--- src/rtl/redun_mont_pkg.sv ---
// Shared types and sizing for the Montgomery squaring host: redundant-form
// operand, FSM state encoding and carry width.
package redun_mont_pkg;
  localparam int WRD_BITS   = 16;
  localparam int NUM_WRDS   = 4;
  localparam int ITER_W_DEF = 64;
  // Each word holds WRD_BITS+1 bits plus an incoming carry of at most 2, so
  // the outgoing carry never exceeds 2.
  localparam int CARRY_W    = 2;
  localparam int IDX_W      = (NUM_WRDS > 1) ? $clog2(NUM_WRDS) : 1;

  typedef logic [NUM_WRDS-1:0][WRD_BITS:0] redun0_t;

  typedef enum logic [3:0] {
    ST_IDLE = 4'b0001,
    ST_LOAD = 4'b0010,
    ST_RUN  = 4'b0100,
    ST_OUT  = 4'b1000
  } host_st_e;
endpackage

--- src/rtl/redun_word_resolve.sv ---
// One step of carry resolution: redundant word plus carry in gives a
// canonical word and the carry out for the next word.
module redun_word_resolve
  import redun_mont_pkg::*;
(
  input  logic [WRD_BITS:0]    word_in,
  input  logic [CARRY_W-1:0]   carry_in,
  output logic [WRD_BITS-1:0]  word_out,
  output logic [CARRY_W-1:0]   carry_out
);
  logic [WRD_BITS+1:0] sum;

  always_comb begin
    sum       = {1'b0, word_in} + {{WRD_BITS{1'b0}}, carry_in};
    word_out  = sum[WRD_BITS-1:0];
    carry_out = sum[WRD_BITS+1:WRD_BITS];
  end
endmodule

--- src/rtl/redun_mont_host.sv ---
// Host sequencer for a redundant-form Montgomery squarer: loads a start
// value, counts squarings, then streams the result out in canonical binary.
module redun_mont_host
  import redun_mont_pkg::*;
#(
  parameter int ITER_W = ITER_W_DEF
) (
  input  logic                i_clk,
  input  logic                i_rst,
  input  logic                i_start,
  input  redun0_t             i_sq_in,
  input  logic [ITER_W-1:0]   i_iter,
  output logic                o_busy,
  output logic                o_sq_rst,
  output redun0_t             o_sq,
  output logic                o_sq_val,
  input  redun0_t             i_mul,
  input  logic                i_mul_val,
  output logic [WRD_BITS-1:0] o_dat,
  output logic                o_dat_val,
  input  logic                i_dat_rdy,
  output logic                o_dat_last,
  output logic                o_ovf
);
  host_st_e            st, nxt;
  logic                load_ph;
  logic [ITER_W-1:0]   iter_r, cnt;
  logic [CARRY_W-1:0]  carry;
  logic [IDX_W-1:0]    idx;
  redun0_t             sq_r;

  logic                start_ok, mul_hit, beat, load_word;
  logic [WRD_BITS-1:0] res_word;
  logic [CARRY_W-1:0]  res_carry;

  always_comb begin
    nxt      = st;
    start_ok = 1'b0;
    mul_hit  = 1'b0;
    case (st)
      ST_IDLE: if (i_start) begin
        start_ok = 1'b1;
        nxt      = (i_iter == '0) ? ST_OUT : ST_LOAD;
      end
      ST_LOAD: if (load_ph) nxt = ST_RUN;
      ST_RUN: if (i_mul_val && cnt == iter_r - ITER_W'(1)) begin
        mul_hit = 1'b1;
        nxt     = ST_OUT;
      end
      ST_OUT: if (o_dat_val && i_dat_rdy && o_dat_last) nxt = ST_IDLE;
      default: nxt = ST_IDLE;
    endcase
    beat      = o_dat_val && i_dat_rdy;
    // Fetch a word on entry to OUT and after each non-final accepted beat.
    load_word = (st == ST_OUT) && (!o_dat_val || (beat && !o_dat_last));
  end

  assign o_sq_val = (st == ST_LOAD) && load_ph;
  assign o_sq     = sq_r;

  redun_word_resolve u_resolve (
    .word_in   (sq_r[idx]),
    .carry_in  (carry),
    .word_out  (res_word),
    .carry_out (res_carry)
  );

  always_ff @(posedge i_clk) begin
    if (i_rst) begin
      st         <= ST_IDLE;
      load_ph    <= 1'b0;
      o_sq_rst   <= 1'b1;
      o_busy     <= 1'b0;
      o_dat_val  <= 1'b0;
      o_dat_last <= 1'b0;
      o_ovf      <= 1'b0;
      cnt        <= '0;
      carry      <= '0;
      idx        <= '0;
    end else begin
      st <= nxt;
      if (start_ok) begin
        o_busy   <= 1'b1;
        o_ovf    <= 1'b0;
        o_sq_rst <= (i_iter == '0);
        load_ph  <= 1'b0;
        carry    <= '0;
        idx      <= '0;
      end
      if (st == ST_LOAD) load_ph <= ~load_ph;
      if (st == ST_LOAD && load_ph) cnt <= '0;
      if (st == ST_RUN && i_mul_val) begin
        if (mul_hit) begin
          o_sq_rst <= 1'b1;
          carry    <= '0;
          idx      <= '0;
        end else begin
          cnt <= cnt + ITER_W'(1);
        end
      end
      if (load_word) begin
        carry      <= res_carry;
        idx        <= idx + IDX_W'(1);
        o_dat_val  <= 1'b1;
        o_dat_last <= (idx == IDX_W'(NUM_WRDS-1));
      end
      if (beat && o_dat_last) begin
        o_ovf      <= |carry;
        o_busy     <= 1'b0;
        o_dat_val  <= 1'b0;
        o_dat_last <= 1'b0;
      end
    end
  end

  // Operand, iteration count and output word carry no reset.
  always_ff @(posedge i_clk) begin
    if (start_ok) begin
      sq_r   <= i_sq_in;
      iter_r <= i_iter;
    end else if (mul_hit) begin
      sq_r <= i_mul;
    end
    if (load_word) o_dat <= res_word;
  end
endmodule
--- config.mk ---
export PLATFORM = sky130hd
export DESIGN_NAME = redun_mont_host
export DESIGN_NICKNAME = d
export VERILOG_FILES = /design/src/rtl/redun_mont_pkg.sv /design/src/rtl/redun_word_resolve.sv /design/src/rtl/redun_mont_host.sv
export SDC_FILE = /design/constraint.sdc
export NUM_CORES = 1
export LEC_CHECK = 0
export CAP_MARGIN = 5
export CORE_MARGIN = 4
export CORE_UTILIZATION = 40
export DETAILED_ROUTE_END_ITERATION = 12
export GPL_ROUTABILITY_DRIVEN = 0
export PLACE_DENSITY = 0.71
export SETUP_SLACK_MARGIN = 0.1
export SYNTH_ARGS = -nofsm -noshare
export SYNTH_HDL_FRONTEND = slang
export SYNTH_SLANG_ARGS = --single-unit
export TNS_END_PERCENT = 50
--- constraint.sdc ---
create_clock -name i_clk -period 9.2 [get_ports i_clk]
set_input_delay 2.3 -clock i_clk [delete_from_list [all_inputs] [get_ports i_clk]]
set_output_delay 2.3 -clock i_clk [all_outputs]
set_load 0.02 [all_outputs]
; Yosys cells after proc, flatten, opt, wreduce, memory -nomap -nowiden
; Cells that the tools add are included.
[op_classes]
addsub = 4
n_lt_le_gt_ge = 1
n_eq_ne = 10
mux = 31
n_bitwise = 1
n_reduce_logical = 17
[ops]
columns = cell, count
row1 = $mux 64, 3
row2 = $mux 68, 2
row3 = $add 64x1->64 const B, 1
row4 = $eq 64x64->1, 1
row5 = $logic_not 64->1, 1
row6 = $sub 64x1->64 const B, 1
row7 = $bmux 17 s2, 1
row8 = $mux 4, 5
row9 = $add 17x2->18, 1
row10 = $mux 17, 1
row11 = $mux 2, 8
row12 = $pmux 4 s4, 1
row13 = $mux 1, 10
row14 = $ne 2x2->1 const B, 4
row15 = $logic_and 1x1->1, 7
row16 = $reduce_bool 2->1, 3
row17 = $eq 4x1->1 const B, 1
row18 = $eq 4x2->1 const B, 1
row19 = $eq 4x3->1 const B, 1
row20 = $eq 4x4->1 const B, 1
row21 = $reduce_and 4->1, 1
row22 = $reduce_or 2->1, 2
row23 = $lt 2x3->1 const B, 1
row24 = $add 2x1->2 const B, 1
row25 = 4 further kinds, 5
[word_totals]
regBits = 226
inputBits = 205
output_inout_bits = 90
elab_cells = 80

; Depth between registers and ports, before layout
; Gate-level depths: netlist (run 1).
[depth]
depth_word = 8
depth_mapped = 15
depth_no_buf = 12

; By module
; Synthesis (run 1) repeated with hierarchy kept, for this count alone.
[unflattened]
cells_unflattened = 1346
hier_area_um2 = 12847.3
[by_module_without_submodules]
columns = module, n_inst, cells_per_inst, area_each_um2, seq_area_each_um2
row1 = redun_mont_host, 1, 1299, 12510.7, 6005.8
row2 = redun_word_resolve, 1, 47, 336.6, 0.0

; Least setup slack after synthesis (run 1)
; OpenSTA, ideal clock, no wires.
[synth_path]
path_type = input-to-reg
startpoint = in i_mul_val
endpoint = reg carry[1]
setup_ns = 0.208
arrival_ns = 5.121
t_required_ns = 8.992
setup_slack_ns = 3.872
cell_stages = 8
path_cell_list = and3_1 > nand4_1 > a2111oi_0 > nand4b_1 > nor4_1 > nand4_1 > nand2_1 > o21ai_0
[synth_between]
elab_chain_cells = 6
word_cells_on_any_way = 7
[synth_lines]
columns = item, line_no
row1 = "start, declared", redun_mont_host.sv:18  ; input logic i_mul_val,
row2 = $logic_and 1x1->1, redun_mont_host.sv:46  ; ST_RUN: if (i_mul_val && cnt == iter_r - ITER_W'(1)) begin
row3 = $mux 1, redun_mont_host.sv:46
row4 = $mux 1, redun_mont_host.sv:40  ; case (st)
row5 = $mux 2, redun_mont_host.sv:93  ; if (mul_hit) begin
row6 = $mux 2 (*), redun_mont_host.sv:92  ; if (st == ST_RUN && i_mul_val) begin
row7 = $mux 2 (*), redun_mont_host.sv:101  ; if (load_word) begin
row8 = "end signal, assigned", redun_mont_host.sv:102  ; carry <= res_carry;
row9 = "end, declared", redun_mont_host.sv:28  ; logic [CARRY_W-1:0] carry;
; Mark *: on every way between the ends. The rest lies on a longest branch, timed or not.
; A chain may end at the register's enable or synchronous reset.

; Worst setup path after layout (run 1)
[layout_path]
startpoint = reg iter_r[4]
endpoint = reg cnt[19]
[layout_between]
elab_chain_cells = 7
[layout_lines]
columns = item, line_no
row1 = "start, declared", redun_mont_host.sv:27  ; logic [ITER_W-1:0] iter_r, cnt;
row2 = "start signal, assigned", redun_mont_host.sv:120  ; iter_r <= i_iter;
row3 = $sub 64x1->64, redun_mont_host.sv:46
row4 = $eq 64x64->1, redun_mont_host.sv:46
row5 = $logic_and 1x1->1, redun_mont_host.sv:46
row6 = $mux 1, redun_mont_host.sv:46
row7 = $mux 1, redun_mont_host.sv:40
row8 = $mux 64, redun_mont_host.sv:93
row9 = $mux 64, redun_mont_host.sv:92
row10 = "end signal, assigned", redun_mont_host.sv:98  ; cnt <= cnt + ITER_W'(1);
row11 = "end, declared", redun_mont_host.sv:27
; Every way passes these cells.

==> results of run 1 <==
-- worst max-delay path: stages, from the launching register on --
cell and delay, ns:
edfxtp_1 0.54, nor3_2 0.45, nand4_1 0.43, nor2_1 0.96, a41oi_1 0.31, a2111oi_0 0.63, nand4b_1 0.19, nor4_2 0.50
and2_2 0.22, buf_4 0.52, nor2_2 0.23, buf_8 0.23, a221o_1 0.32
-- stage by stage --
stage                     hold slack (ns)  instances  instance area, um^2  setup WS, ns
after floorplan                    0.4614       1394                13100         3.872
after global placement             0.4530       2076                16390         3.407
after detailed placement           0.4600       2076                16390         3.342
after CTS                          0.4736       2120                17200         3.760
after global routing               0.5010       2122                17220         3.278
final                              0.4746       2122                17220         3.497
-- layer usage --
layer / wire, um / share of wire, % / GRT usage, %
met1: 18810 / 42 / 34.61
met3: 4622 / 10 / 4.222
met4: 835 / 1.8 / 4.652
met5: 0 / 0 / 0
met2: 20930 / 46 / 38.74
-- synth_stat cells, types with 12 or more instances --
library cell | number | area share, %
edfxtp_1 | 148 | 34
a221o_1 | 28 | 2.1
a21oi_1 | 29 | 1.1
nand4_1 | 37 | 1.8
dfxtp_1 | 78 | 12
nor4b_1 | 15 | 1.0
xor2_1 | 40 | 2.7
inv_1 | 24 | 0.69
nand3_1 | 52 | 2.0
and2_1 | 14 | 0.67
nand2_1 | 302 | 8.7
or4_1 | 12 | 0.69
nor4_1 | 60 | 2.9
o21ai_0 | 26 | 0.99
xnor2_1 | 68 | 4.5
nor2_1 | 80 | 2.3
a21o_1 | 13 | 0.74
and3_1 | 33 | 1.6
nor3_1 | 67 | 2.6
or3_1 | 21 | 1.0
mux4_2 | 17 | 2.9
clkbuf_1 | 46 | 1.3
-- worst paths after layout --
check / startpoint / endpoint / slack, ns / cells after the start
worst max register to register: iter_r[4] / cnt[19] / 3.50 / 12
worst max-delay path: iter_r[4] / cnt[19] / 3.50 / 12
worst min-delay path: o_busy / o_busy / 0.47 / 1
worst min register to register: o_busy / o_busy / 0.47 / 1
-- sequential cells by signal (all words and copies together), names as in the netlist --
name,cells
o_dat,16
st,4
o_dat_last,1
load_ph,1
cnt,64
o_sq,68
o_dat_val,1
o_ovf,1
iter_r,64
carry,2
o_sq_rst,1
idx,2
o_busy,1
-- logic make-up (layout without fill, tap and decap cells) --
logic type	after synthesis	count (layout)	share of synthesized area (%)
AND/OR/NAND/NOR	754	754	29.13
adder cells (fa/ha/maj)	6	6	0.6302
AO/OA/AOI/OAI	185	185	10.55
flip-flops	226	226	45.83
buffers and inverters	90	375	3.065
multiplexers	25	25	3.571
other	0	1	0
XOR/XNOR	108	108	7.219
-- power by group --
group / switching (mW) / total, mW / internal [mW]
clock: 0.407 / 0.998 / 0.591
sequential: 0.116 / 1.37 / 1.25
combinational: 0.423 / 0.747 / 0.324
-- layout make-up --
cell class | instances | area (um^2) | area share [%]
Sequential cell | 226 | 6006 | 34.88
Timing Repair Buffer | 305 | 3033 | 17.61
Clock buffer | 31 | 658.1 | 3.822
Tap cell | 442 | 553.0 | 3.212
Antenna cell | 1 | 2.502 | 0.01453
Clock inverter | 13 | 148.9 | 0.8648
Multi-Input combinational cell | 1078 | 6716 | 39.01
Inverter | 26 | 100.1 | 0.5814
==> flow_summary_export.csv, run 1 <==
group,metric,value,unit
sta,hold_violations,0,
cts,path_clk_slew,0.06,ns
global_routing,grt_pass1_vias,11741,
synth,netlist_area,13100,um^2
finish,nNetsFinal,1872,
synth,synthCells,1394,
synth,synth_edf_count,148,
cts,clk_latency,0.53,ns
power_and_ir_drop,ir_drop,0.1289,mV
sta,finalCriticalPeriod,5.703,ns
cts,cts_root_buf,"clkbuf_16",
global_routing,antenna_found_initial,1,
sta,post-route-period-util,61.99,%
power_and_ir_drop,p_total,3.115,mW
cts,cts_tree,"yes",
cts,holdBufCountCts,0,
run,maxCapViolCount,0,
cts,cts_made_buffers,24,
die,rows,66,
synth,async_reset_ff_share,0,%
routing,drtIter0Drc,1298,
routing,drt-pass1-iter-count,6,
finish,drive_gt1_share,6.135,%
sta,drv_slew,0,
routing,ant_nets,0,
global_routing,grt_pass1_wl,68.66,mm
synth,ys_seq_area_share,45.83,%
global_routing,grt_max_degree,81,
worst_hold_path,min_path_type,"reg2reg",
die,start_util,40.38,%
synth,ys_warn_count,0,
sta,timing.fmax,175.3,MHz
synth,ys_seq_elements,226,
critical_path,cp-end-kind,"register",
sta,rsz0062_at_grt,"false",
routing,post_drt_wl_per_cell,21.30,um
routing,remaining_drc_errors,0,
place,place_hpwl,34.90,mm
die,dieHeight,189.0,um
die,die_w,189.0,um
place,portBuffers,294,
power_and_ir_drop,power.density,180.9,nW/um^2
finish,final_common_cell,"nand2_1",
critical_path,cp_max_fo,62,
finish,area_growth,31.40,%
finish,final_cell_mix,"nand2_1 (300), clkdlybuf4s50_1 (294), edfxtp_1 (148), nor2_1 (80), dfxtp_1 (78)",
cts,cts_setup_buffers,0,
cts,clock_sinks,226,
die,die_area,35720,um^2
sta,fin_setup_tns,0,ns
synth,syn_avg_cell_area,9.400,um^2
routing,drt-total-wl,45.20,mm
global_routing,gr-total-overflow,0,
critical_path,cp-start-kind,"register",
die,io_pins,295,
synth,synth_fp_nets,1605,
synth,synth_ff_type,"edfxtp_1",
global_routing,track_usage,24.10,%
critical_path,required,9.61,ns
power_and_ir_drop,p_leak,6.040,nW
cts,clock_path_buffers,3,
synth,synth_cell_type_count,78,
sta,clock_skew,0.02325,ns
cts,post_cts_resize_count,0,
routing,num_vias,12482,
die,core-area,32450,um^2
critical_path,arrival,6.11,ns
routing,viasPerCell,5.882,
outcome,outcome,"completed",
sta,worst_pin_slew,1.168,ns
finish,fillers,2825,
sta,finalSetupViolCount,0,
cts,htree_levels,1,
sta,relSlewSlack,21.44,%
finish,fin_util,53.05,%
critical_path,path_class,"reg2reg",
No activity file was read; power rests on OpenSTA's default activity.
==> run 2, diff against run 1 <==
==> constraint.sdc (replaced) <==
create_clock -name i_clk -period 5.85 [get_ports i_clk]
set_input_delay 1.4625 -clock i_clk [delete_from_list [all_inputs] [get_ports i_clk]]
set_output_delay 1.4625 -clock i_clk [all_outputs]
set_load 0.02 [all_outputs]
==> run 2 against run 1 <==
Effect of this change:
- worst hold slack improved by 0.0062 ns
- sequential power increased by 57%
- highest routed layer unchanged
- routed wire length decreased by 0.63%
- largest cell class unchanged
- critical path type unchanged
- via count decreased by 1.5%
==> flow_summary_export.csv, run 2 (same netlist as run 1, synthesis figures left out) <==
group,metric,value,unit
routing,drtIter0Drc,1279,
critical_path,cp-end-kind,"register",
sta,finalCriticalPeriod,4.735,ns
finish,nNetsFinal,1877,
critical_path,path_class,"reg2reg",
global_routing,grt_max_degree,80,
run,maxCapViolCount,0,
routing,num_vias,12301,
place,portBuffers,294,
critical_path,crit_path_top_delay_cell,"a2111oi_0",
critical_path,cp_max_fo,61,
cts,path_clk_slew,0.07,ns
sta,timing.fmax,211.2,MHz
sta,finalSetupViolCount,0,
global_routing,track_usage,23.92,%
cts,post_cts_resize_count,0,
cts,holdBufCountCts,0,
cts,cts_setup_buffers,0,
global_routing,gr-total-overflow,0,
sta,fin_setup_tns,0,ns
cts,clk_latency,0.54,ns
global_routing,grt_pass1_vias,11505,
global_routing,antenna_found_initial,1,
routing,drt-total-wl,44.91,mm
routing,met1Wirelength,18.83,mm
die,die_w,189.0,um
finish,fillers,2854,
critical_path,crit_path_end,"cnt[59]",
cts,clock_path_buffers,3,
finish,largest_reg_flops,68,
routing,ant_nets,0,
power_and_ir_drop,power.density,290.8,nW/um^2
sta,hold_violations,0,
critical_path,r2r-end,"cnt[59]",
critical_path,rr_startpoint,"iter_r[4]",
critical_path,startpoint,"iter_r[4]",
finish,area_growth,32.24,%
die,dieHeight,189.0,um
routing,top_layer_used,"met4",
cts,cts_root_buf,"clkbuf_16",
cts,cts_tree,"yes",
global_routing,grt_pass1_wl,67.70,mm
finish,final_cell_mix,"nand2_1 (300), clkdlybuf4s50_1 (294), edfxtp_1 (148), nor2_1 (80), dfxtp_1 (78)",
die,core-area,32450,um^2
finish,drive_gt1_share,6.710,%
sta,clock_skew,0.03105,ns
critical_path,path_cells,"nor3_2 > nand4_1 > nor2_1 > a41oi_1 > a2111oi_0 > nand4b_1 > nor4_2 > and2_2 > buf_4 > nor3_1 > a221o_1",
die,start_util,40.38,%
place,place_hpwl,35.09,mm
die,rows,66,
die,die_area,35720,um^2
routing,dr_wl_met3,4.543,mm
critical_path,arrival,5.14,ns
critical_path,cp-start-kind,"register",
sta,rsz0062_at_grt,"false",
power_and_ir_drop,p_leak,6.088,nW
critical_path,slowest_delay,0.66,ns
worst_hold_path,min_from,"o_busy",
sta,worst_pin_slew,1.263,ns
critical_path,ff2ff_setup_slack,1.12,ns
worst_hold_path,min_path_type,"reg2reg",
power_and_ir_drop,ir_drop,0.2939,mV
outcome,outcome,"completed",
routing,wl_met2,20.19,mm
sta,relSlewSlack,15.03,%
cts,clock_sinks,226,
finish,final_common_cell,"nand2_1",
critical_path,required,6.25,ns
critical_path,r2r_cells,11,
routing,remaining_drc_errors,0,
cts,htree_levels,1,
routing,post_drt_wl_per_cell,21.12,um
routing,drt-pass1-iter-count,6,
die,io_pins,295,
sta,post-route-period-util,80.94,%
cts,cts_made_buffers,24,
sta,drv_slew,0,
routing,viasPerCell,5.783,
sta,hold_slack,0.4807,ns
-- run 2: cell types whose count changed in the layout (fill, tap and decap cells not counted), sizes merged --
cell / previous run / this run
clkbuf: 31 / 28
clkinv: 9 / 7
clkinvlp: 0 / 4
bufinv: 3 / 6
buf: 11 / 15
inv: 27 / 26
-- run 2: worst max-delay path, delay by kind of cell, from the launching register on --
| kind | cells | cell delay [ns] |
|---|---|---|
| AO/OA/AOI/OAI | 3 | 1.17 |
| buffers and inverters | 1 | 0.52 |
| flip-flops | 1 | 0.55 |
| AND/OR/NAND/NOR | 7 | 2.32 |
-- run 2: final cells by class --
cell class	instances	area, um^2	area share [%]
multi-input combinational	1078	6716	38.76
clock inverter	17	257.7	1.487
antenna	1	2.502	0.01444
sequential	226	6006	34.66
clock buffer	27	633.1	3.653
timing repair buffer	310	3060	17.66
tap	442	553.0	3.191
inverter	26	100.1	0.5776
-- run 2: how the worst min path moves through the flow --
stage	to	slack [ns]	cells after the start
floorplan	load_ph	0.46	2
CTS	o_busy	0.48	1
detailed placement	o_busy	0.47	1
global route	o_busy	0.50	1
global placement	o_busy	0.45	1
finish	o_busy	0.48	1
-- run 2: routing by layer --
layer  up-vias  track usage (%)
met5         -                0
met4         0            6.754
met3        81            6.029
met2       626            37.52
met1      5837            33.06
li1       5757                -
-- run 2: through the flow --
| step | setup WS [ns] | util (%) | total power [mW] | instance area, um^2 | cells |
|---|---|---|---|---|---|
| after floorplan | 1.011 | - | 2.776 | 13100 | 1394 |
| after global placement | 1.284 | 50.63 | 3.327 | 16430 | 2081 |
| after detailed placement | 1.233 | 50.63 | 3.346 | 16430 | 2081 |
| after CTS | 1.240 | 53.37 | 5.050 | 17320 | 2125 |
| after global routing | 0.8043 | 53.40 | 5.228 | 17330 | 2127 |
| final | 1.115 | 53.40 | 5.040 | 17330 | 2127 |
-- run 2: power breakdown --
part | total (mW) | internal (mW) | switching, mW
clock network | 1.71 | 1.05 | 0.663
registers | 2.15 | 1.97 | 0.182
logic | 1.18 | 0.512 | 0.663
